`src/rtl/div_pkg.sv`:
```
// Shared definitions for the divider dispatch unit.
// Holds size defaults and the dispatch FSM state encoding.
package div_pkg;

    localparam int DIV_WIDTH = 4;
    localparam int DIV_DEPTH = 4;

    typedef enum logic [1:0] {
        S_IDLE  = 2'd0,
        S_ISSUE = 2'd1,
        S_WAIT  = 2'd2
    } state_t;

endpackage

```
`src/rtl/div_dispatch_if.sv`:
```
// Bundle of the operand stream, divider port and result stream.
// slave is the dispatcher side, master is the environment side.
interface div_dispatch_if
    import div_pkg::*;
#(
    parameter int WIDTH = DIV_WIDTH
);

    logic             in_valid;
    logic             in_ready;
    logic [WIDTH-1:0] in_x;
    logic [WIDTH-1:0] in_y;

    logic             div_start;
    logic [WIDTH-1:0] div_x;
    logic [WIDTH-1:0] div_y;
    logic             div_valid;
    logic [WIDTH-1:0] div_quot;
    logic [WIDTH-1:0] div_rem;

    logic             out_valid;
    logic             out_ready;
    logic [WIDTH-1:0] out_quot;
    logic [WIDTH-1:0] out_rem;
    logic             out_dbz;

    logic             busy;

    modport slave (
        input  in_valid, in_x, in_y,
        output in_ready,
        output div_start, div_x, div_y,
        input  div_valid, div_quot, div_rem,
        output out_valid, out_quot, out_rem, out_dbz,
        input  out_ready,
        output busy
    );

    modport master (
        output in_valid, in_x, in_y,
        input  in_ready,
        input  div_start, div_x, div_y,
        output div_valid, div_quot, div_rem,
        input  out_valid, out_quot, out_rem, out_dbz,
        output out_ready,
        input  busy
    );

endinterface

```
`src/rtl/div_op_fifo.sv`:
```
// Operand FIFO holding {x,y} pairs for the divider dispatcher.
// DEPTH must be a power of two (>=2) so pointers wrap naturally.
module div_op_fifo
    import div_pkg::*;
#(
    parameter int WIDTH = DIV_WIDTH,
    parameter int DEPTH = DIV_DEPTH,
    localparam int PW   = $clog2(DEPTH),
    localparam int CW   = PW + 1
) (
    input  logic             clk,
    input  logic             rst,
    input  logic             push_i,
    input  logic             pop_i,
    input  logic [WIDTH-1:0] x_i,
    input  logic [WIDTH-1:0] y_i,
    output logic [WIDTH-1:0] head_x_o,
    output logic [WIDTH-1:0] head_y_o,
    output logic             full_o,
    output logic             empty_o
);

    logic [WIDTH-1:0] mem_x_q [DEPTH];
    logic [WIDTH-1:0] mem_y_q [DEPTH];
    logic [PW-1:0]    wptr_q, wptr_d;
    logic [PW-1:0]    rptr_q, rptr_d;
    logic [CW-1:0]    cnt_q, cnt_d;
    logic             do_push;
    logic             do_pop;

    assign full_o   = (cnt_q == CW'(DEPTH));
    assign empty_o  = (cnt_q == '0);
    assign do_push  = push_i && !full_o;
    assign do_pop   = pop_i && !empty_o;
    assign head_x_o = mem_x_q[rptr_q];
    assign head_y_o = mem_y_q[rptr_q];

    // Next pointers and occupancy; push and pop may coincide.
    always_comb begin
        wptr_d = wptr_q;
        rptr_d = rptr_q;
        cnt_d  = cnt_q + CW'(do_push) - CW'(do_pop);
        if (do_push) wptr_d = wptr_q + 1'b1;
        if (do_pop)  rptr_d = rptr_q + 1'b1;
    end

    // Pointer and count registers.
    always_ff @(posedge clk or negedge rst) begin
        if (!rst) begin
            wptr_q <= '0;
            rptr_q <= '0;
            cnt_q  <= '0;
        end else begin
            wptr_q <= wptr_d;
            rptr_q <= rptr_d;
            cnt_q  <= cnt_d;
        end
    end

    // Operand storage, written at the tail.
    always_ff @(posedge clk or negedge rst) begin
        if (!rst) begin
            for (int i = 0; i < DEPTH; i++) begin
                mem_x_q[i] <= '0;
                mem_y_q[i] <= '0;
            end
        end else if (do_push) begin
            mem_x_q[wptr_q] <= x_i;
            mem_y_q[wptr_q] <= y_i;
        end
    end

endmodule

```
`src/rtl/div_dispatch.sv`:
```
// Queues operand pairs and issues them one at a time to a divider.
// Divide-by-zero is answered locally without starting the divider.
module div_dispatch
    import div_pkg::*;
#(
    parameter int WIDTH = DIV_WIDTH,
    parameter int DEPTH = DIV_DEPTH
) (
    input  logic           clk,
    input  logic           rst,
    div_dispatch_if.slave  bus
);

    state_t           state_q, state_d;
    logic [WIDTH-1:0] x_q, x_d;
    logic [WIDTH-1:0] y_q, y_d;
    logic [WIDTH-1:0] quot_q, quot_d;
    logic [WIDTH-1:0] rem_q, rem_d;
    logic             dbz_q, dbz_d;
    logic             ov_q, ov_d;
    logic             dv_q;

    logic [WIDTH-1:0] head_x;
    logic [WIDTH-1:0] head_y;
    logic             full;
    logic             empty;
    logic             push;
    logic             pop;
    logic             start;
    logic             done;

    assign push = bus.in_valid && !full;
    assign done = bus.div_valid && !dv_q;

    div_op_fifo #(
        .WIDTH (WIDTH),
        .DEPTH (DEPTH)
    ) u_fifo (
        .clk      (clk),
        .rst      (rst),
        .push_i   (push),
        .pop_i    (pop),
        .x_i      (bus.in_x),
        .y_i      (bus.in_y),
        .head_x_o (head_x),
        .head_y_o (head_y),
        .full_o   (full),
        .empty_o  (empty)
    );

    // Dispatch FSM: next state, operand latch, result load, pop.
    always_comb begin
        state_d = state_q;
        x_d     = x_q;
        y_d     = y_q;
        quot_d  = quot_q;
        rem_d   = rem_q;
        dbz_d   = dbz_q;
        ov_d    = ov_q;
        pop     = 1'b0;
        start   = 1'b0;
        if (ov_q && bus.out_ready) ov_d = 1'b0;
        unique case (state_q)
            S_IDLE: begin
                if (!empty && !ov_q) begin
                    if (head_y == '0) begin
                        pop    = 1'b1;
                        quot_d = '1;
                        rem_d  = head_x;
                        dbz_d  = 1'b1;
                        ov_d   = 1'b1;
                    end else begin
                        x_d     = head_x;
                        y_d     = head_y;
                        state_d = S_ISSUE;
                    end
                end
            end
            S_ISSUE: begin
                start   = 1'b1;
                pop     = 1'b1;
                state_d = S_WAIT;
            end
            S_WAIT: begin
                if (done) begin
                    quot_d  = bus.div_quot;
                    rem_d   = bus.div_rem;
                    dbz_d   = 1'b0;
                    ov_d    = 1'b1;
                    state_d = S_IDLE;
                end
            end
            default: state_d = S_IDLE;
        endcase
    end

    // State, operand and result registers.
    always_ff @(posedge clk or negedge rst) begin
        if (!rst) begin
            state_q <= S_IDLE;
            x_q     <= '0;
            y_q     <= '0;
            quot_q  <= '0;
            rem_q   <= '0;
            dbz_q   <= 1'b0;
            ov_q    <= 1'b0;
            dv_q    <= 1'b0;
        end else begin
            state_q <= state_d;
            x_q     <= x_d;
            y_q     <= y_d;
            quot_q  <= quot_d;
            rem_q   <= rem_d;
            dbz_q   <= dbz_d;
            ov_q    <= ov_d;
            dv_q    <= bus.div_valid;
        end
    end

    assign bus.in_ready  = !full;
    assign bus.div_start = start;
    assign bus.div_x     = x_q;
    assign bus.div_y     = y_q;
    assign bus.out_valid = ov_q;
    assign bus.out_quot  = quot_q;
    assign bus.out_rem   = rem_q;
    assign bus.out_dbz   = dbz_q;
    assign bus.busy      = (state_q != S_IDLE) || !empty;

endmodule
```
`src/flat_wrapper.sv`:
```
// flat-port wrapper written by rule: the top's interface ports become plain ports
module div_dispatch_flat import div_pkg::*;
#(
    parameter int WIDTH = DIV_WIDTH,
    parameter int DEPTH = DIV_DEPTH
)
  (clk, rst, bus_in_valid, bus_in_x, bus_in_y, bus_in_ready, bus_div_start, bus_div_x, bus_div_y, bus_div_valid, bus_div_quot, bus_div_rem, bus_out_valid, bus_out_quot, bus_out_rem, bus_out_dbz, bus_out_ready, bus_busy);
  div_dispatch_if #(.WIDTH(WIDTH)) bus_i ();
  input  logic clk;
  input  logic rst;
  input wire logic [$bits(bus_i.in_valid)-1:0] bus_in_valid;
  input wire logic [$bits(bus_i.in_x)-1:0] bus_in_x;
  input wire logic [$bits(bus_i.in_y)-1:0] bus_in_y;
  output wire logic [$bits(bus_i.in_ready)-1:0] bus_in_ready;
  output wire logic [$bits(bus_i.div_start)-1:0] bus_div_start;
  output wire logic [$bits(bus_i.div_x)-1:0] bus_div_x;
  output wire logic [$bits(bus_i.div_y)-1:0] bus_div_y;
  input wire logic [$bits(bus_i.div_valid)-1:0] bus_div_valid;
  input wire logic [$bits(bus_i.div_quot)-1:0] bus_div_quot;
  input wire logic [$bits(bus_i.div_rem)-1:0] bus_div_rem;
  output wire logic [$bits(bus_i.out_valid)-1:0] bus_out_valid;
  output wire logic [$bits(bus_i.out_quot)-1:0] bus_out_quot;
  output wire logic [$bits(bus_i.out_rem)-1:0] bus_out_rem;
  output wire logic [$bits(bus_i.out_dbz)-1:0] bus_out_dbz;
  input wire logic [$bits(bus_i.out_ready)-1:0] bus_out_ready;
  output wire logic [$bits(bus_i.busy)-1:0] bus_busy;
  assign bus_i.in_valid = bus_in_valid;
  assign bus_i.in_x = bus_in_x;
  assign bus_i.in_y = bus_in_y;
  assign bus_in_ready = bus_i.in_ready;
  assign bus_div_start = bus_i.div_start;
  assign bus_div_x = bus_i.div_x;
  assign bus_div_y = bus_i.div_y;
  assign bus_i.div_valid = bus_div_valid;
  assign bus_i.div_quot = bus_div_quot;
  assign bus_i.div_rem = bus_div_rem;
  assign bus_out_valid = bus_i.out_valid;
  assign bus_out_quot = bus_i.out_quot;
  assign bus_out_rem = bus_i.out_rem;
  assign bus_out_dbz = bus_i.out_dbz;
  assign bus_i.out_ready = bus_out_ready;
  assign bus_busy = bus_i.busy;
  div_dispatch #(.WIDTH(WIDTH), .DEPTH(DEPTH)) u_core (.clk(clk), .rst(rst), .bus(bus_i));
endmodule
```
`config.mk`:
```
export PLATFORM = sky130hd
export DESIGN_NAME = div_dispatch_flat
export DESIGN_NICKNAME = d
export VERILOG_FILES = /design/src/rtl/div_pkg.sv /design/src/rtl/div_dispatch_if.sv /design/src/rtl/div_op_fifo.sv /design/src/rtl/div_dispatch.sv /design/src/flat_wrapper.sv
export SDC_FILE = /design/constraint.sdc
export NUM_CORES = 1
export LEC_CHECK = 0
export CAP_MARGIN = 30
export CORE_MARGIN = 8
export CORE_UTILIZATION = 50
export CTS_CLUSTER_DIAMETER = 50
export DETAILED_ROUTE_END_ITERATION = 12
export GPL_TIMING_DRIVEN = 0
export PLACE_DENSITY = 0.74
export SETUP_SLACK_MARGIN = 0.05
export SLEW_MARGIN = 30
export SYNTH_ARGS = -nofsm -noshare
export SYNTH_HDL_FRONTEND = slang
export SYNTH_SLANG_ARGS = --single-unit
```
`constraint.sdc`:
```
create_clock -name clk -period 3.6 [get_ports clk]
set_clock_uncertainty 0.1 [all_clocks]
set_input_delay 0.72 -clock clk [delete_from_list [all_inputs] [get_ports clk]]
set_output_delay 0.72 -clock clk [all_outputs]
set_load 0.02 [all_outputs]
```
==> flow_summary.toml <==
[run_status]
status = "finished, final reports clean"

[cts]
root_buffer = "clkbuf_8"
cts_tree = "yes"
cts_max_path_buffers = 2
postCtsHoldBufs = 0
clk_latency_ns = 0.33
cts-buffers-inserted = 9
cts_sinks = 60
path_clk_slew_ns = 0.06
htreeDepth = 3

[critical_path]
critPathRequiredTime_ns = 3.72
startpoint_type = "flop"
crit_buf_inv = 2
cp_slowest_cell = "mux4_2"
critPathKind = "reg2reg"
endpoint_kind = "flop"
worstPathMaxFanout = 7
critPathMaxStageDelay_ns = 0.60
critical_path_arrival_ns = 3.43
cp_top_family = "adder cells"
path_cells = "buf_2 > mux4_2 > nor4_4 > nand2_2 > a21oi_1 > ha_1 > inv_1 > ha_1 > fa_1 > xnor2_1 > xnor2_1"

[routing]
drt_iter0_drc = 115
vias_per_cell = 5.42
postRouteAntennaNets = 0
firstDrtPassIters = 4
num_vias = 1855
drc = 0
wl_per_cell_um = 16.8
routed_wl_um = 5740

[synthesis]
synth_seq_area_share_pct = 52.6
syn_area_per_cell_sq_um = 13.4
synth_nets = 241
ys_types = 36
syn_inst = 213
yosysWarningCount = 0
synth_top_flop_cell = "dfrtp_1"
synth_edf_count = 0
syn_area_sq_mm = 0.00286
synthArstFlopShare_pct = 100
ys_ff_latch = 60

[sta]
timing.final.crit_share_pct = 92.0
slew_headroom_pct = 61.9
timing.fmax_mhz = 302
tightest_slew_ns = 0.570
final_hold_viol_count = 0
slew_viol_final = 0
finalSetupViolCount = 0
rsz0062_at_grt = "no"
finalWorstSetupSlack_ns = 0.289
holdWs_ns = 0.137
fin_crit_ns = 3.31

[die]
row_count = 27
die_w_um = 91.6
die_h_um = 91.6
design.die.area_sq_mm = 0.00838
ios = 42
core_area_sq_mm = 0.00551
start_util_pct = 51.9

[placed_design]
pre_cts_ws_ns = 0.192
gp_congestion = 0.776
io_buffers = 41
dp_hpwl_um = 4160

[grt]
grt_pass1_vias = 2043
grt_max_degree = 48
antenna_found_initial = 0
grt_pass1_wl_um = 10000
overflow = 0
grtUsageTotal_pct = 15.0

[pwr]
vdd_ir_drop_max_mv = 0.384
power_density_mw_per_mm2 = 991
total_leakage_power_uw = 0.00154

[finish]
areaGrowthSynthToFinish_pct = 25.6
n_antenna_cell = 0
fin_util_pct = 65.1
nets = 294
nFillCells = 419
drive_above_1_share_pct = 29.3

[min_path]
hold_class = "in2async"

[flow_run]
max_cap_violations = 0
## through the flow
stage	std cells	setup TNS, ns	area [sq um]	total power (uW)
after global placement	326	-12.26	3360	2880
after CTS	342	0	3580	3590
after floorplan	213	0	2860	2440
final	342	0	3590	3560
after global routing	342	0	3590	3810
after detailed placement	327	0	3380	2960
## final cells by class
type	count	area, sq um	share of cell area [%]
Clock buffer	14	173	4.81
Tap cell	72	90.1	2.51
Timing Repair Buffer	42	435	12.1
Buffer	7	35.0	0.977
Inverter	12	45.0	1.26
Multi-Input combinational cell	134	1280	35.6
Clock inverter	1	30.0	0.837
Sequential cell	60	1500	41.9
## flip-flops by register name (all words and copies together), names as in the netlist, 2 cells and up
signal / cells
u_core.state_q: 2
u_core.u_fifo.wptr_q: 2
u_core.u_fifo.rptr_q: 2
u_core.u_fifo.cnt_q: 3
u_core.u_fifo.mem_y_q: 16
u_core.bus.div_y: 4
u_core.u_fifo.mem_x_q: 16
u_core.bus.out_rem: 4
u_core.bus.div_x: 4
u_core.bus.out_quot: 4
## where the power goes
part           internal [uW]  switching (uW)  total [uW]
combinational            936             807        1740
sequential              1010             181        1190
clock                    373             246         619
total                   2320            1230        3560
## routing by layer
layer  global-route usage (%)  part of all wire (%)  routed length, um  up-vias
li1                         -                     -                  -      872
met1                     18.1                    45               2610      929
met2                     24.1                    48               2740       48
met3                     4.61                   5.5                316        6
met4                     6.96                   1.4                 78        0
met5                        0                     0                  0        -
## synthesized netlist by cell type, drive strengths merged (4+ instances only)
master | count | share of area, %
mux4 | 8 | 6.3
inv | 12 | 1.6
a222oi | 4 | 1.4
nand3 | 10 | 1.8
a31oi | 4 | 0.88
nand2b | 7 | 1.5
nand2 | 14 | 1.8
and2 | 5 | 1.1
o22ai | 4 | 0.88
dfrtp | 60 | 53
mux2 | 44 | 18
ha | 6 | 2.6
buf | 4 | 0.79
nor2 | 6 | 1.1
## path summary, 6_finish.rpt
path	from	to	slack, ns	depth (start not counted)
setup / recovery	u_core.u_fifo.rptr_q[0]$_DFFE_PN0P_	u_core.u_fifo.cnt_q[2]$_DFF_PN0_	0.29	11
setup reg to reg	u_core.u_fifo.rptr_q[0]$_DFFE_PN0P_	u_core.u_fifo.cnt_q[2]$_DFF_PN0_	0.29	11
hold reg to reg	u_core.bus.out_dbz$_DFFE_PN0P_	u_core.bus.out_dbz$_DFFE_PN0P_	0.38	2
hold / removal	rst	u_core.bus.div_x[0]$_DFFE_PN0P_	0.14	1
max in group asynchronous	rst	u_core.bus.out_dbz$_DFFE_PN0P_	2.78	2
min in group clk	u_core.bus.out_dbz$_DFFE_PN0P_	u_core.bus.out_dbz$_DFFE_PN0P_	0.38	2
## repair_timing
item	in CTS	in global routing
endpoints found under the setup margin	0	1
setup buffers	0	0
resized for setup	0	3
## layout by cell type (no fill, tap or decap), drive strengths merged, types with 2 or more instances in the layout
master,count
buf,6
clkbuf,17
o21ai,2
a222oi,4
xnor2,3
o22ai,4
nand3,10
dfrtp,60
a31oi,4
ha,6
mux2,44
nand2b,7
nand2,14
clkdlybuf4s50,40
nor3,3
mux4,8
inv,12
nor2,6
and2,5
## cells by family (layout without fill, tap and decap cells)
group | after synthesis | after routing | synth area share, %
AOI/OAI and AO/OA | 19 | 19 | 4.86
xor gates and xnor gates | 3 | 3 | 0.920
buffers and inverters | 19 | 76 | 2.76
adders and majority gates | 7 | 7 | 3.33
and+or+nand+nor | 52 | 52 | 10.5
DFF | 60 | 60 | 52.6
muxes | 53 | 53 | 25.1
Power figures use the tool's default switching activity.
